### src/rtl/decim_pkg.sv
// Shared types and width helpers for the decimating averager.
package decim_pkg;

  typedef logic signed [15:0] sample_t;

  localparam sample_t SAMPLE_MAX = 16'sh7FFF;
  localparam sample_t SAMPLE_MIN = 16'sh8000;

  function automatic int ptr_w(input int depth);
    return (depth > 1) ? $clog2(depth) : 1;
  endfunction

  function automatic int level_w(input int depth);
    return $clog2(depth) + 1;
  endfunction

endpackage

### src/rtl/sync_fifo_fwft.sv
// Single-clock first-word-fall-through FIFO with an occupancy counter.
// Writes to a full FIFO are accepted only together with a pop.
module sync_fifo_fwft
  import decim_pkg::*;
#(
  parameter int WIDTH = 16,
  parameter int DEPTH = 4
) (
  input  logic                      clk,
  input  logic                      rst,
  input  logic                      push,
  input  logic [WIDTH-1:0]          din,
  input  logic                      pop,
  output logic [WIDTH-1:0]          dout,
  output logic                      full,
  output logic                      empty,
  output logic [level_w(DEPTH)-1:0] level
);

  localparam int PW = ptr_w(DEPTH);
  localparam int LW = level_w(DEPTH);

  logic [WIDTH-1:0] mem [DEPTH];
  logic [PW-1:0]    wptr;
  logic [PW-1:0]    rptr;
  logic             wr_en;
  logic             rd_en;

  assign full  = (level == LW'(DEPTH));
  assign empty = (level == '0);
  assign wr_en = push && (!full || pop);
  assign rd_en = pop && !empty;
  assign dout  = empty ? '0 : mem[rptr];

  always_ff @(posedge clk) begin
    if (wr_en) mem[wptr] <= din;
  end

  always_ff @(posedge clk or posedge rst) begin
    if (rst) begin
      wptr  <= '0;
      rptr  <= '0;
      level <= '0;
    end else begin
      if (wr_en) wptr <= wptr + PW'(1);
      if (rd_en) rptr <= rptr + PW'(1);
      unique case ({wr_en, rd_en})
        2'b10:   level <= level + LW'(1);
        2'b01:   level <= level - LW'(1);
        default: level <= level;
      endcase
    end
  end

endmodule

### src/rtl/decim_avg.sv
// Accumulate-and-dump averager over 2**DECIM_LOG2 samples feeding an FWFT FIFO.
// Define DECIM_AVG_ROUND_EN for round-half-up instead of floor.
module decim_avg
  import decim_pkg::*;
#(
  parameter int DATA_W     = 16,
  parameter int DECIM_LOG2 = 2,
  parameter int FIFO_DEPTH = 4
) (
  input  logic                            clk_i,
  input  logic                            reset_i,
  input  logic                            en_i,
  input  logic signed [DATA_W-1:0]        data_i,
  output logic signed [DATA_W-1:0]        data_o,
  output logic                            valid_o,
  input  logic                            ready_i,
  output logic [$clog2(FIFO_DEPTH):0]     level_o,
  output logic                            overflow_o,
  input  logic                            clr_ovf_i
);

`ifdef DECIM_AVG_ROUND_EN
  localparam int GUARD = 1;
`else
  localparam int GUARD = 0;
`endif

  localparam int AW  = DATA_W + DECIM_LOG2 + GUARD;
  localparam int CW  = (DECIM_LOG2 > 0) ? DECIM_LOG2 : 1;
  localparam int N   = 1 << DECIM_LOG2;
  localparam int BSH = (DECIM_LOG2 > 0) ? DECIM_LOG2 - 1 : 0;
  localparam logic signed [AW-1:0] BIAS =
    (GUARD != 0 && DECIM_LOG2 > 0) ? AW'(1 << BSH) : '0;

  logic signed [AW-1:0] acc;
  logic signed [AW-1:0] sum;
  logic signed [AW-1:0] rsum;
  logic signed [AW-1:0] shifted;
  logic [CW-1:0]        cnt;
  logic                 last;
  logic                 push;
  logic                 drop;
  logic                 full;
  logic                 empty;
  logic [DATA_W-1:0]    result;
  logic [DATA_W-1:0]    head;

  assign last    = (cnt == CW'(N - 1));
  assign sum     = acc + AW'(data_i);
  assign rsum    = sum + BIAS;
  assign shifted = rsum >>> DECIM_LOG2;
  assign result  = shifted[DATA_W-1:0];
  assign push    = en_i && last;

  // a full FIFO still takes the result when the consumer pops this cycle
  assign drop    = push && full && !ready_i;

  always_ff @(posedge clk_i or posedge reset_i) begin
    if (reset_i) begin
      acc <= '0;
      cnt <= '0;
    end else if (en_i) begin
      if (last) begin
        acc <= '0;
        cnt <= '0;
      end else begin
        acc <= sum;
        cnt <= cnt + CW'(1);
      end
    end
  end

  always_ff @(posedge clk_i or posedge reset_i) begin
    if (reset_i)        overflow_o <= 1'b0;
    else if (drop)      overflow_o <= 1'b1;
    else if (clr_ovf_i) overflow_o <= 1'b0;
  end

  sync_fifo_fwft #(
    .WIDTH (DATA_W),
    .DEPTH (FIFO_DEPTH)
  ) u_fifo (
    .clk   (clk_i),
    .rst   (reset_i),
    .push  (push && !drop),
    .din   (result),
    .pop   (ready_i),
    .dout  (head),
    .full  (full),
    .empty (empty),
    .level (level_o)
  );

  assign data_o  = head;
  assign valid_o = !empty;

endmodule

### config.mk
export PLATFORM = sky130hd
export DESIGN_NAME = decim_avg
export DESIGN_NICKNAME = d
export VERILOG_FILES = /design/src/rtl/decim_pkg.sv /design/src/rtl/sync_fifo_fwft.sv /design/src/rtl/decim_avg.sv
export SDC_FILE = /design/constraint.sdc
export NUM_CORES = 1
export LEC_CHECK = 0
export ABC_AREA = 1
export CAP_MARGIN = 40
export CORE_MARGIN = 10
export CORE_UTILIZATION = 58
export CTS_CLUSTER_DIAMETER = 200
export DETAILED_ROUTE_END_ITERATION = 8
export GPL_TIMING_DRIVEN = 0
export MAX_ROUTING_LAYER = met4
export PLACE_DENSITY = 0.81
export SYNTH_ARGS = -nofsm -noshare
export SYNTH_HDL_FRONTEND = slang
export SYNTH_SLANG_ARGS = --single-unit
export TNS_END_PERCENT = 30
### constraint.sdc
create_clock -name clk_i -period 2.58 [get_ports clk_i]
set_input_delay 0.516 -clock clk_i [delete_from_list [all_inputs] [get_ports clk_i]]
set_output_delay 0.516 -clock clk_i [all_outputs]
set_load 0.02 [all_outputs]
Word-level counts from Yosys, hierarchy flattened
Memory sizes are Yosys's and may differ from the RTL's.
Cells that the tools add are included.
- register bits: 28
- RAM bits: 64
- input bits: 21
- output and inout bits: 21
- logic and storage cells: 39
- memories: 1
- memories (name ; depth ; bits a word ; read ports ; clocked after memory_dff ; write ports ; RTL line ; RTL):
    u_fifo.mem ; 4 ; 16 ; 1 ; 0 ; 1 ; sync_fifo_fwft.sv:23 ; logic [WIDTH-1:0] mem [DEPTH];
- add/sub/neg operators: 6
- equality and inequality tests: 4
- mux-type cells: 8
- reductions and logical operators: 14
- operators by type and width (cell ; count):
    adder 18 x 16 -> 18 bit ; 1
    two-way mux 18 bit ; 1
    two-way mux 16 bit ; 1
    adder 2 x 1 -> 2 bit, second input constant ; 3
    logical AND 1 bit ; 6
    case mux 3 bit (2 select lines) ; 1
    == test 2 bit, second input constant ; 2
    logical NOT 1 bit ; 4
    two-way mux 1 bit ; 4
    nonzero test 2 bit ; 2
    adder 3 x 1 -> 3 bit, second input constant ; 1
    == test 3 bit, second input constant ; 1
    logical NOT 3 bit ; 1
    subtractor 3 x 1 -> 3 bit, second input constant ; 1
    == test 2 x 1 -> 1 bit, second input constant ; 1
    two-way mux 2 bit ; 1
    logical OR 1 bit ; 1

Depth between registers and ports, before layout
Gate-level depths: netlist of run 1.
- depth after elaboration: 9
- gate-level depth with buffers: 12
- gate-level depth less buffers: 12

Hierarchy
A second synthesis of run 1 with hierarchy kept.
- cell total of the unflattened synthesis: 592
- area total of the unflattened synthesis: 5123.7 µm²
- modules (own cells, without submodules) (module ; instances ; cells an instance ; area each (µm²) ; seq. area each (µm²)):
    sync_fifo_fwft ; 1 ; 313 ; 3243.1 ; 2097.0
    decim_avg ; 1 ; 279 ; 1880.6 ; 525.5

Worst setup path before layout of run 1
No wires, ideal clock.
- path type: reg-to-reg
- from: register u_fifo.level[0]
- to: register u_fifo.level[2]
- library setup time: 0.131 ns
- data arrival time: 2.006 ns
- data required time: 2.449 ns
- path slack: 0.443 ns
- stages on the path, launching flop included: 11
- path buffers: 0
- clock period less this slack: 2.137 ns
- path through: dfrtp_1 nor2_1 nand2_1 inv_2 nor2_1 ha_1 inv_1 fa_1 a21oi_1 o21ai_0 xor2_1
- elaborated cells on any way between the ends: 17
- those cells by class: add/sub: 2; eq/ne: 3; mux: 1; reduce/logical: 11
- RTL lines (item ; RTL line ; RTL):
    from (decl) ; sync_fifo_fwft.sv:17 ; output logic [level_w(DEPTH)-1:0] level
    from (signal assigned) ; sync_fifo_fwft.sv:48 ; 2'b10: level <= level + LW'(1);
    from (signal assigned) ; sync_fifo_fwft.sv:49 ; 2'b01: level <= level - LW'(1);
    from (signal assigned) ; sync_fifo_fwft.sv:50 ; default: level <= level;
    logical NOT 3 bit * ; sync_fifo_fwft.sv:30 ; assign empty = (level == '0);
    logical NOT 1 bit * ; - ;
    named net valid_o ; decim_avg.sv:15 ; output logic valid_o,
    logical AND 1 bit * ; sync_fifo_fwft.sv:32 ; assign rd_en = pop && !empty;
    named net u_fifo.rd_en ; sync_fifo_fwft.sv:27 ; logic rd_en;
    == test 2 x 1 -> 1 bit / == test 2 bit (equally long branches) ; sync_fifo_fwft.sv:47 ; unique case ({wr_en, rd_en})
    case mux 3 bit (2 select lines) / nonzero test 2 bit (equally long branches) ; - ;
The timed path passes the listed nets; every way through them passes the cells marked *.
A chain may end at the register's enable or synchronous reset.

Worst setup path after layout of run 1
- from: register u_fifo.rptr[0]
- to: output data_o[4]
- word-level cells in the longest chain between the ends: 2
- ends and longest elaborated chain (item ; RTL line ; RTL):
    from (decl) ; sync_fifo_fwft.sv:25 ; logic [PW-1:0] rptr;
    from (signal assigned) ; sync_fifo_fwft.sv:46 ; if (rd_en) rptr <= rptr + PW'(1);
    memory (4 x 16 bit) ; - ;
    two-way mux 16 bit ; sync_fifo_fwft.sv:33 ; assign dout = empty ? '0 : mem[rptr];
    to (decl) ; decim_avg.sv:14 ; output logic signed [DATA_W-1:0] data_o,
No other way between the ends.

==> results.json, run 1 <==
{
  "outcome": "finished clean",
  "finish.utilization_pct": 71.2,
  "portBuffers": 41,
  "post_cts_buffers": 0,
  "remaining_drc_errors": 0,
  "fp.dieW_microns": 110,
  "cap_violations": 0,
  "crit_path_top_delay_cell": "dlygate4sd2_1",
  "worstPathRequired_ns": 2.06,
  "htree_levels": 3,
  "clockBufferDepth": 2,
  "drt_iter0_drc": 267,
  "root_buffer": "clkbuf_8",
  "grtUsageTotal_pct": 18.8,
  "vias": 3630,
  "ys_types": 29,
  "syn_inst": 507,
  "first_pass_iters": 4,
  "cts_tree": "built",
  "final_common_cell": "nand2_1",
  "synthFlopType": "edfxtp_1",
  "place_hpwl_mm": 7.92,
  "post-route-period-util_pct": 95.2,
  "fin_skew_ns": 0.0167,
  "vias_per_cell": 5.41,
  "start_kind": "flop",
  "layout-drive-gt1-share_pct": 10.0,
  "clock-sinks": 92,
  "ant_nets": 0,
  "ioPinCount": 42,
  "cts_resized": 22,
  "antenna_cells": 0,
  "synth_area_sq_um": 4730,
  "critical_path_class": "reg -> out",
  "worst_pin_slew_ns": 0.578,
  "slew_violations": 0,
  "crit_fanout": 10,
  "grt_max_degree": 19,
  "peakVddDrop_v": 0.000587,
  "ys_ff_latch": 92,
  "slowest_delay_ns": 0.36,
  "power_density_nw_per_um2": 1270,
  "end_kind": "primary output",
  "async_flop_share_pct": 30.4,
  "layout_common_cells": "nand2_1 (104), nor2_1 (83), edfxtp_1 (64)",
  "hold_class": "in -> async",
  "finalHoldViolCount": 0,
  "synth_enable_flop_cells": 64,
  "rr_worst_depth": 11,
  "cts_buffers": 9,
  "clkLatencyLatePin_ns": 0.37,
  "grt_pass1_vias": 3468,
  "r2r_slack_ns": 0.28,
  "synth_nets": 553,
  "power_leakage_nw": 2.43,
  "timing.rr.start": "cnt[0]$_DFFE_PP0P_",
  "cp_top_family": "buffers and inverters",
  "drt_wl_total_mm": 10.8,
  "critPathBufInv": 3,
  "die_h_microns": 110,
  "gp_congestion": 0.931,
  "cp_cell_sequence": "buf_2 -> buf_2 -> nor2_1 -> nor2_1 -> o21ai_1 -> a21oi_1 -> dlygate4sd2_1",
  "grt-ovfl-total": 0,
  "initial_core_util_pct": 60.3,
  "synthToLayoutAreaGrowth_pct": 18.2,
  "period_minus_slack_ns": 2.46,
  "max-slew-margin-rel_pct": 61.4,
  "setup_viol": 0,
  "cp.arrival_ns": 1.94,
  "rsz0062_at_grt": "false",
  "yosys_warnings": 0,
  "num_rows": 32,
  "fin_hold_ws_ns": 0.481,
  "avgSynthCellArea_sq_um": 9.33,
  "die-area_sq_um": 12200,
  "grt_pass1_wl_mm": 17.0,
  "synth-seq-area-share_pct": 55.5,
  "cts_hold_buf": 0,
  "clkSlewWorstSetupHoldPaths_ns": 0.09,
  "core_sq_um": 7850,
  "antenna_found_initial": 0,
  "r2r_end": "u_fifo.level[2]$_DFFE_PP0P_",
  "fmax_mhz": 407,
  "drt-wirelength-per-cell_microns": 16.1,
  "final_nets": 610
}
==> registers in the layout, indices dropped and copies added, names as in the netlist <==
name          cells
u_fifo.mem       64
acc              18
u_fifo.level      3
cnt               2
u_fifo.rptr       2
u_fifo.wptr       2
overflow_o        1
==> through the flow <==
stage               total power [W]  TNS (ns)  cell area (sq um)  std cells  setup WS (ns)
global route                0.00764         0               5590        671        0.00171
floorplan                   0.00480         0               4730        507          0.443
CTS                         0.00714         0               5600        671         0.0527
detailed placement          0.00609     -1.53               5360        655         -0.147
finish                      0.00712         0               5590        671          0.123
global placement            0.00593    -23.60               5270        650         -0.366
==> metal layers <==
metal	GRT usage [%]	wire, microns	share of wire (%)	up-vias
li1	-	-	-	1788
met1	23.0	4570	42	1697
met2	30.6	5390	50	128
met3	3.89	655	6.1	17
met4	6.33	179	1.7	0
met5	-	0	0	-
==> layout make-up <==
type	count	area, sq um
Multi-Input combinational cell	355	1880
Sequential cell	92	2620
Clock buffer	9	124
Fill cell	599	2260
Clock inverter	7	121
Timing Repair Buffer	46	468
Inverter	46	173
Tap cell	102	128
Buffer	14	70.1
==> how the worst max path moves through the flow <==
stage	startpoint	endpoint	slack, ns	depth (start not counted)
after floorplan	u_fifo.level[0]$_DFFE_PP0P_	u_fifo.level[2]$_DFFE_PP0P_	0.44	10
after global placement	en_i	u_fifo.mem[3][10]$_DFFE_PP_	-0.37	6
after detailed placement	en_i	u_fifo.level[2]$_DFFE_PP0P_	-0.15	11
after CTS	u_fifo.rptr[1]$_DFFE_PP0P_	data_o[7]	0.05	7
after global routing	u_fifo.rptr[0]$_DFFE_PP0P_	data_o[4]	0.002	7
final	u_fifo.rptr[0]$_DFFE_PP0P_	data_o[4]	0.12	7
==> power breakdown <==
group	internal (W)	switching [W]
sequential	0.00218	0.000163
combinational	0.00124	0.00236
clock	0.000650	0.000530
==> kinds of logic after synthesis <==
| kind of cell | share of synthesized area (%) |
|---|---|
| AND/OR/NAND/NOR | 21.2 |
| flip-flops | 55.5 |
| AO/OA/AOI/OAI | 9.00 |
| buffers and inverters | 4.95 |
| adder cells (fa/ha/maj) | 6.93 |
| XOR/XNOR | 2.41 |
==> cell usage after synthesis (7+ instances only) <==
master,count,area [sq um]
nor2_1,87,327
dfrtp_1,28,701
o21ai_0,40,200
a21oi_1,28,140
buf_2,7,35.0
nand3_1,17,85.1
edfxtp_1,64,1920
xor2_1,8,70.1
ha_1,23,288
and2_1,10,62.6
inv_1,42,158
nand2_1,104,390
Power figures use the tool's default switching activity.
==> inputs of run 2 (changes only) <==
--- a/config.mk
+++ b/config.mk
@@ -16,5 +16,6 @@
 export PLACE_DENSITY = 0.81
 export SYNTH_ARGS = -nofsm -noshare
 export SYNTH_HDL_FRONTEND = slang
+export SYNTH_HIERARCHICAL = 1
 export SYNTH_SLANG_ARGS = --single-unit
 export TNS_END_PERCENT = 30
==> run 2 against run 1 <==
Net effect: fmax increased by 0.57%; final cell count increased by 14%; total power increased by 1.6%; clock power decreased by 10%; design area increased by 7.5%; synthesized area increased by 8.4%; flip-flop and latch count unchanged; critical path type is now in -> reg; largest power group unchanged.
==> results.json, run 2 <==
{
  "outcome": "finished clean",
  "clkLatencyLatePin_ns": 0.36,
  "grt_pass1_wl_mm": 18.5,
  "period_minus_slack_ns": 2.44,
  "gp_congestion": 0.953,
  "nFillCells": 682,
  "fp.dieW_microns": 114,
  "wl_met2_mm": 5.64,
  "root_buffer": "clkbuf_8",
  "fmax_mhz": 409,
  "htree_levels": 3,
  "avgSynthCellArea_sq_um": 8.65,
  "worstPathRequired_ns": 2.67,
  "num_rows": 34,
  "tns_ns": 0,
  "grt_pass1_vias": 4031,
  "wl_met1_mm": 4.62,
  "final_nets": 697,
  "drt_iter0_drc": 260,
  "synth_enable_flop_cells": 64,
  "critical_path_class": "in -> reg",
  "synthFlopType": "edfxtp_1",
  "antenna_found_initial": 0,
  "clock_power_share_pct": 14.6,
  "cts_hold_buf": 0,
  "swShare_pct": 42.6,
  "ant_nets": 0,
  "setup_viol": 0,
  "wl_met3_microns": 584,
  "slowest_delay_ns": 0.47,
  "die_h_microns": 114,
  "top_regs": "u_fifo/mem: 64 flops, acc: 18 flops, u_fifo/level: 3 flops",
  "combPwrFrac_pct": 53.3,
  "slew_violations": 0,
  "start_kind": "input port",
  "cp_cell_sequence": "clkdlybuf4s50_1 -> ha_2 -> inv_1 -> fa_2 -> inv_1 -> nand2_1 -> o21ai_2 -> nand2_1 -> nand2_2 -> nand2_1 -> nand2_1 -> nand2_1 -> and2_1",
  "p_int_w": 0.00416,
  "regArea_sq_um": 2620,
  "place_hpwl_mm": 8.47,
  "cts_tree": "built",
  "cp.arrival_ns": 2.53,
  "synth_nets": 638,
  "synth_area_sq_um": 5120,
  "peakVddDrop_v": 0.000557,
  "synthTopCellsByArea": "edfxtp_1 (38%), dfrtp_1 (14%), nand2_1 (13%)",
  "grt_max_degree": 17,
  "async_flop_share_pct": 30.4,
  "multi_input_area_sq_um": 1950,
  "end_kind": "flop",
  "portBuffers": 41,
  "power_density_nw_per_um2": 1210,
  "yosys_warnings": 6,
  "ioPinCount": 42,
  "grt-ovfl-total": 0,
  "largest_register_ffs": 64,
  "finalHoldViolCount": 0,
  "crit_path_top_delay_cell": "clkdlybuf4s50_1",
  "fin_hold_ws_ns": 0.413,
  "ys_ff_latch": 92,
  "initial_core_util_pct": 59.0,
  "syn_inst": 592,
  "synthDominantCellAreaShare_pct": 37.5,
  "antenna_cells": 0,
  "remaining_drc_errors": 0,
  "grtUsageTotal_pct": 18.1,
  "clockBufferDepth": 2,
  "switchingPower_w": 0.00308,
  "hold_class": "in -> async",
  "worst_pin_slew_ns": 0.755,
  "rsz0062_at_grt": "false",
  "pwr-share-seq_pct": 32.1,
  "vias": 3913,
  "max-slew-margin-rel_pct": 49.5,
  "cap_violations": 0,
  "top_layer": "met4",
  "drt_wl_total_mm": 11.0,
  "yosysMostFrequentCell": "nand2_1",
  "power_leakage_nw": 2.99,
  "vias_per_cell": 5.12,
  "layout-drive-gt1-share_pct": 10.2,
  "synthToLayoutAreaGrowth_pct": 17.2,
  "die-area_sq_um": 13000,
  "first_pass_iters": 5,
  "ys_types": 31,
  "post-route-period-util_pct": 94.7,
  "synth_top_cells_by_count": "nand2_1 (178), inv_1 (115), edfxtp_1 (64)",
  "regMostFlops": "u_fifo/mem",
  "drt-wirelength-per-cell_microns": 14.4,
  "clock-sinks": 92,
  "crit_fanout": 4,
  "core_sq_um": 8680,
  "synth-seq-area-share_pct": 51.2,
  "cts_buffers": 9,
  "power_w": 0.00724,
  "final_common_cell": "nand2_1",
  "crit_top_cell": "nand2_1",
  "clkSlewWorstSetupHoldPaths_ns": 0.10,
  "fin_skew_ns": 0.0128,
  "layout_common_cells": "nand2_1 (178), inv_1 (115), edfxtp_1 (64)",
  "synth_top_area_cell": "edfxtp_1"
}
[run 2: cell types whose count changed in the layout (fill, tap and decap cells not counted), moves of 6 or more]
| cell | before | now |
|---|---|---|
| a21oi_1 | 28 | 21 |
| a21oi_2 | 3 | 11 |
| buf_6 | 0 | 10 |
| clkbuf_2 | 7 | 0 |
| dlygate4sd2_1 | 12 | 5 |
| dlymetal6s2s_1 | 0 | 12 |
| inv_1 | 42 | 115 |
| nand2_1 | 104 | 178 |
| nand3_1 | 17 | 53 |
| nor2_1 | 83 | 18 |
| o21ai_0 | 40 | 13 |
| xor2_1 | 8 | 2 |
[run 2: layout make-up]
type / count / area share [%]
Clock inverter: 6 / 1.56
Sequential cell: 92 / 43.7
Inverter: 120 / 7.58
Multi-Input combinational cell: 366 / 32.4
Tap cell: 108 / 2.25
Timing Repair Buffer: 48 / 8.54
Clock buffer: 10 / 2.12
Buffer: 14 / 1.88
[run 2: cell families (layout without fill, tap and decap cells)]
kind of cell             count (synthesis)  after routing  share of synthesized area, %
buffers and inverters                  134            198                          11.0
XOR/XNOR                                 9              9                          1.69
flip-flops                              92             92                          51.2
AO/OA/AOI/OAI                           50             50                          5.93
AND/OR/NAND/NOR                        282            282                          23.8
adder cells (fa/ha/maj)                 25             25                          6.40
[run 2: path summary, 6_finish.rpt]
path	slack (ns)	start	cells past startpoint	end
setup / recovery	0.14	data_i[0]	13	u_fifo/mem[2][10]$_DFFE_PP_
hold / removal	0.41	reset_i	2	u_fifo/level[2]$_DFFE_PP0P_
setup reg to reg	0.35	cnt[0]$_DFFE_PP0P_	6	u_fifo/mem[3][6]$_DFFE_PP_
hold reg to reg	0.49	acc[11]$_DFFE_PP0P_	2	acc[11]$_DFFE_PP0P_
max in group asynchronous	1.65	reset_i	3	acc[16]$_DFFE_PP0P_
min in group clk_i	0.49	acc[11]$_DFFE_PP0P_	2	acc[11]$_DFFE_PP0P_
[run 2: repair_timing]
action | 4_1_cts | 5_1_grt
setup endpoints to repair | 5 | 24
setup buffers | 0 | 2
gates resized for setup | 5 | 15
pin swaps | 0 | 1
[run 2: per-layer routing]
| metal | vias up | GRT usage [%] |
|---|---|---|
| met1 | 1829 | 21.0 |
| met5 | - | - |
| met3 | 13 | 2.78 |
| met4 | 0 | 6.27 |
| met2 | 92 | 31.4 |
| li1 | 1979 | - |
[run 2: critical path: cells and delay by family]
kind / cells / cell delay [ns]
buffers and inverters: 3 / 0.61
and+or+nand+nor: 7 / 0.64
AOI/OAI and AO/OA: 1 / 0.20
adders and majority gates: 2 / 0.56
[run 2: metrics by stage]
step	instance area (sq um)	worst slack, ns	std cells	util (%)
2_1_floorplan	5120	0.422	592	-
3_3_place_gp	5670	-0.541	741	65.3
3_5_place_dp	5740	-0.328	746	66.1
4_1_cts	5950	0.00488	762	68.6
5_1_grt	6010	0.0167	764	69.2
6_report	6010	0.137	764	69.2
[run 2: power by group through the flow]
stage | Clock, W | Combinational [W] | Sequential, W
3_3_place_gp | 0 | 0.00374 | 0.00234
5_1_grt | 0.00113 | 0.00435 | 0.00236
2_1_floorplan | 0 | 0.00265 | 0.00235
3_5_place_dp | 0 | 0.00389 | 0.00235
6_report | 0.00106 | 0.00386 | 0.00232
4_1_cts | 0.00108 | 0.00386 | 0.00232
==> inputs of run 3 (changes only) <==
--- a/config.mk
+++ b/config.mk
@@ -8,12 +8,12 @@
 export ABC_AREA = 1
 export CAP_MARGIN = 40
 export CORE_MARGIN = 10
-export CORE_UTILIZATION = 58
+export CORE_UTILIZATION = 56
 export CTS_CLUSTER_DIAMETER = 200
 export DETAILED_ROUTE_END_ITERATION = 8
 export GPL_TIMING_DRIVEN = 0
 export MAX_ROUTING_LAYER = met4
-export PLACE_DENSITY = 0.81
+export PLACE_DENSITY = 0.78
 export SYNTH_ARGS = -nofsm -noshare
 export SYNTH_HDL_FRONTEND = slang
 export SYNTH_HIERARCHICAL = 1
==> run 3 against run 2 <==
Net effect: hold slack lost 0.0073 ns; utilization down 1.4 points; largest cell class unchanged; clock power fell by 5%; design area down 0.56%; sequential power about the same; total power fell by 1.1%; wire length is 1.8% higher; worst setup slack lost 0.048 ns; flip-flop and latch count unchanged; non-clock buffer count shrank 1.
==> results.json, run 3 (synthesis results as in run 2) <==
{
  "max-slew-margin-rel_pct": 65.3,
  "layout_common_cells": "nand2_1 (178), inv_1 (115), edfxtp_1 (64)",
  "fp.dieW_microns": 116,
  "clock_power_share_pct": 14.1,
  "nFillCells": 698,
  "top_regs": "u_fifo/mem: 64 flops, acc: 18 flops, u_fifo/level: 3 flops",
  "regMostFlops": "u_fifo/mem",
  "slowest_delay_ns": 0.62,
  "cts_buffers": 9,
  "swShare_pct": 43.8,
  "synthToLayoutAreaGrowth_pct": 16.6,
  "gp_congestion": 0.955,
  "vias_per_cell": 5.06,
  "drt_wl_total_mm": 11.2,
  "final_nets": 696,
  "grt_pass1_vias": 3804,
  "period_minus_slack_ns": 2.49,
  "switchingPower_w": 0.00313,
  "finalHoldViolCount": 0,
  "p_int_w": 0.00402,
  "pwr-share-seq_pct": 32.5,
  "largest_register_ffs": 64,
  "tns_ns": 0,
  "peakVddDrop_v": 0.000582,
  "fin_skew_ns": 0.0132,
  "power_w": 0.00716,
  "num_rows": 34,
  "fmax_mhz": 401,
  "initial_core_util_pct": 58.2,
  "end_kind": "primary output",
  "post-route-period-util_pct": 96.6,
  "ant_nets": 0,
  "grt-ovfl-total": 0,
  "root_buffer": "clkbuf_8",
  "drt_iter0_drc": 225,
  "antenna_cells": 0,
  "cp.arrival_ns": 1.98,
  "clock-sinks": 92,
  "core_sq_um": 8810,
  "die_h_microns": 116,
  "cts_tree": "built",
  "drt-wirelength-per-cell_microns": 14.7,
  "final_common_cell": "nand2_1",
  "first_pass_iters": 5,
  "finish.utilization_pct": 67.8,
  "critical_path_class": "reg -> out",
  "slew_violations": 0,
  "clkSlewWorstSetupHoldPaths_ns": 0.10,
  "outcome": "finished clean",
  "regArea_sq_um": 2620,
  "cap_violations": 0,
  "worstPathRequired_ns": 2.06,
  "power_leakage_nw": 2.91,
  "grt_max_degree": 18,
  "portBuffers": 41,
  "die-area_sq_um": 13400,
  "grt_pass1_wl_mm": 18.0,
  "antenna_found_initial": 0,
  "start_kind": "flop",
  "remaining_drc_errors": 0,
  "ioPinCount": 42,
  "clkLatencyLatePin_ns": 0.37,
  "place_hpwl_mm": 8.40,
  "cp_cell_sequence": "buf_6 -> buf_2 -> nand2_1 -> nand3_1 -> a21oi_1 -> clkdlybuf4s50_1",
  "worst_pin_slew_ns": 0.521,
  "multi_input_area_sq_um": 1950,
  "layout-drive-gt1-share_pct": 10.7,
  "vias": 3862,
  "setup_viol": 0,
  "grtUsageTotal_pct": 17.8,
  "htree_levels": 3,
  "rsz0062_at_grt": "false",
  "clockBufferDepth": 2,
  "fin_hold_ws_ns": 0.405,
  "crit_path_top_delay_cell": "clkdlybuf4s50_1",
  "hold_class": "in -> async",
  "power_density_nw_per_um2": 1200,
  "combPwrFrac_pct": 53.4,
  "crit_fanout": 10
}
## run 3: power by group through the flow
stage / clock network (W) / registers [W] / logic [W]
floorplan: 0 / 0.00235 / 0.00265
global route: 0.00109 / 0.00235 / 0.00426
detailed placement: 0 / 0.00235 / 0.00392
finish: 0.00101 / 0.00232 / 0.00382
global placement: 0 / 0.00234 / 0.00378
CTS: 0.00103 / 0.00232 / 0.00383
## run 3: layer usage
metal  part of all wire (%)  up-vias  global-route usage [%]
li1                       -     1984                       -
met1                     42     1769                    20.0
met2                     52       94                    31.5
met3                    4.7       15                    3.05
met4                    1.6        0                    6.01
met5                      0        -                       -
## run 3: path summary, 6_finish.rpt
check / start / end / slack [ns] / cells past startpoint
max: u_fifo/rptr[0]$_DFFE_PP0P_ / data_o[1] / 0.09 / 6
min: reset_i / u_fifo/level[2]$_DFFE_PP0P_ / 0.41 / 2
max reg2reg: acc[0]$_DFFE_PP0P_ / u_fifo/mem[1][10]$_DFFE_PP_ / 0.38 / 12
min reg2reg: cnt[1]$_DFFE_PP0P_ / cnt[1]$_DFFE_PP0P_ / 0.49 / 2
max in group asynchronous: reset_i / acc[16]$_DFFE_PP0P_ / 1.67 / 3
min in group clk_i: cnt[1]$_DFFE_PP0P_ / cnt[1]$_DFFE_PP0P_ / 0.49 / 2
## run 3: critical path: cells and delay by family, from the launching register on
| family | cells | cell delay [ns] |
|---|---|---|
| flip-flops | 1 | 0.38 |
| AO/OA/AOI/OAI | 1 | 0.12 |
| buffers and inverters | 3 | 0.95 |
| AND/OR/NAND/NOR | 2 | 0.16 |
## run 3: repair_timing
| action | in CTS | in global routing |
|---|---|---|
| resized for setup | 11 | 9 |
| endpoints found under the setup margin | 11 | 17 |
| pin swaps | 0 | 2 |
| buffers inserted | 0 | 1 |
| hold buffers | 0 | 0 |
## run 3: layout make-up
cell class                      count  share of cell area, %
Timing Repair Buffer               47                   8.11
Multi-Input combinational cell    366                   32.7
Clock buffer                        9                   2.07
Tap cell                          108                   2.26
Inverter                          120                   7.63
Clock inverter                      7                   1.45
Sequential cell                    92                   43.9
Buffer                             14                   1.89
## run 3: stage by stage
stage,setup WS [ns],area [sq um],instances
after global routing,0.000854,5970,763
after floorplan,0.422,5120,592
final,0.0887,5970,763
after CTS,0.000314,5940,762
after global placement,-0.568,5670,741
after detailed placement,-0.326,5750,746
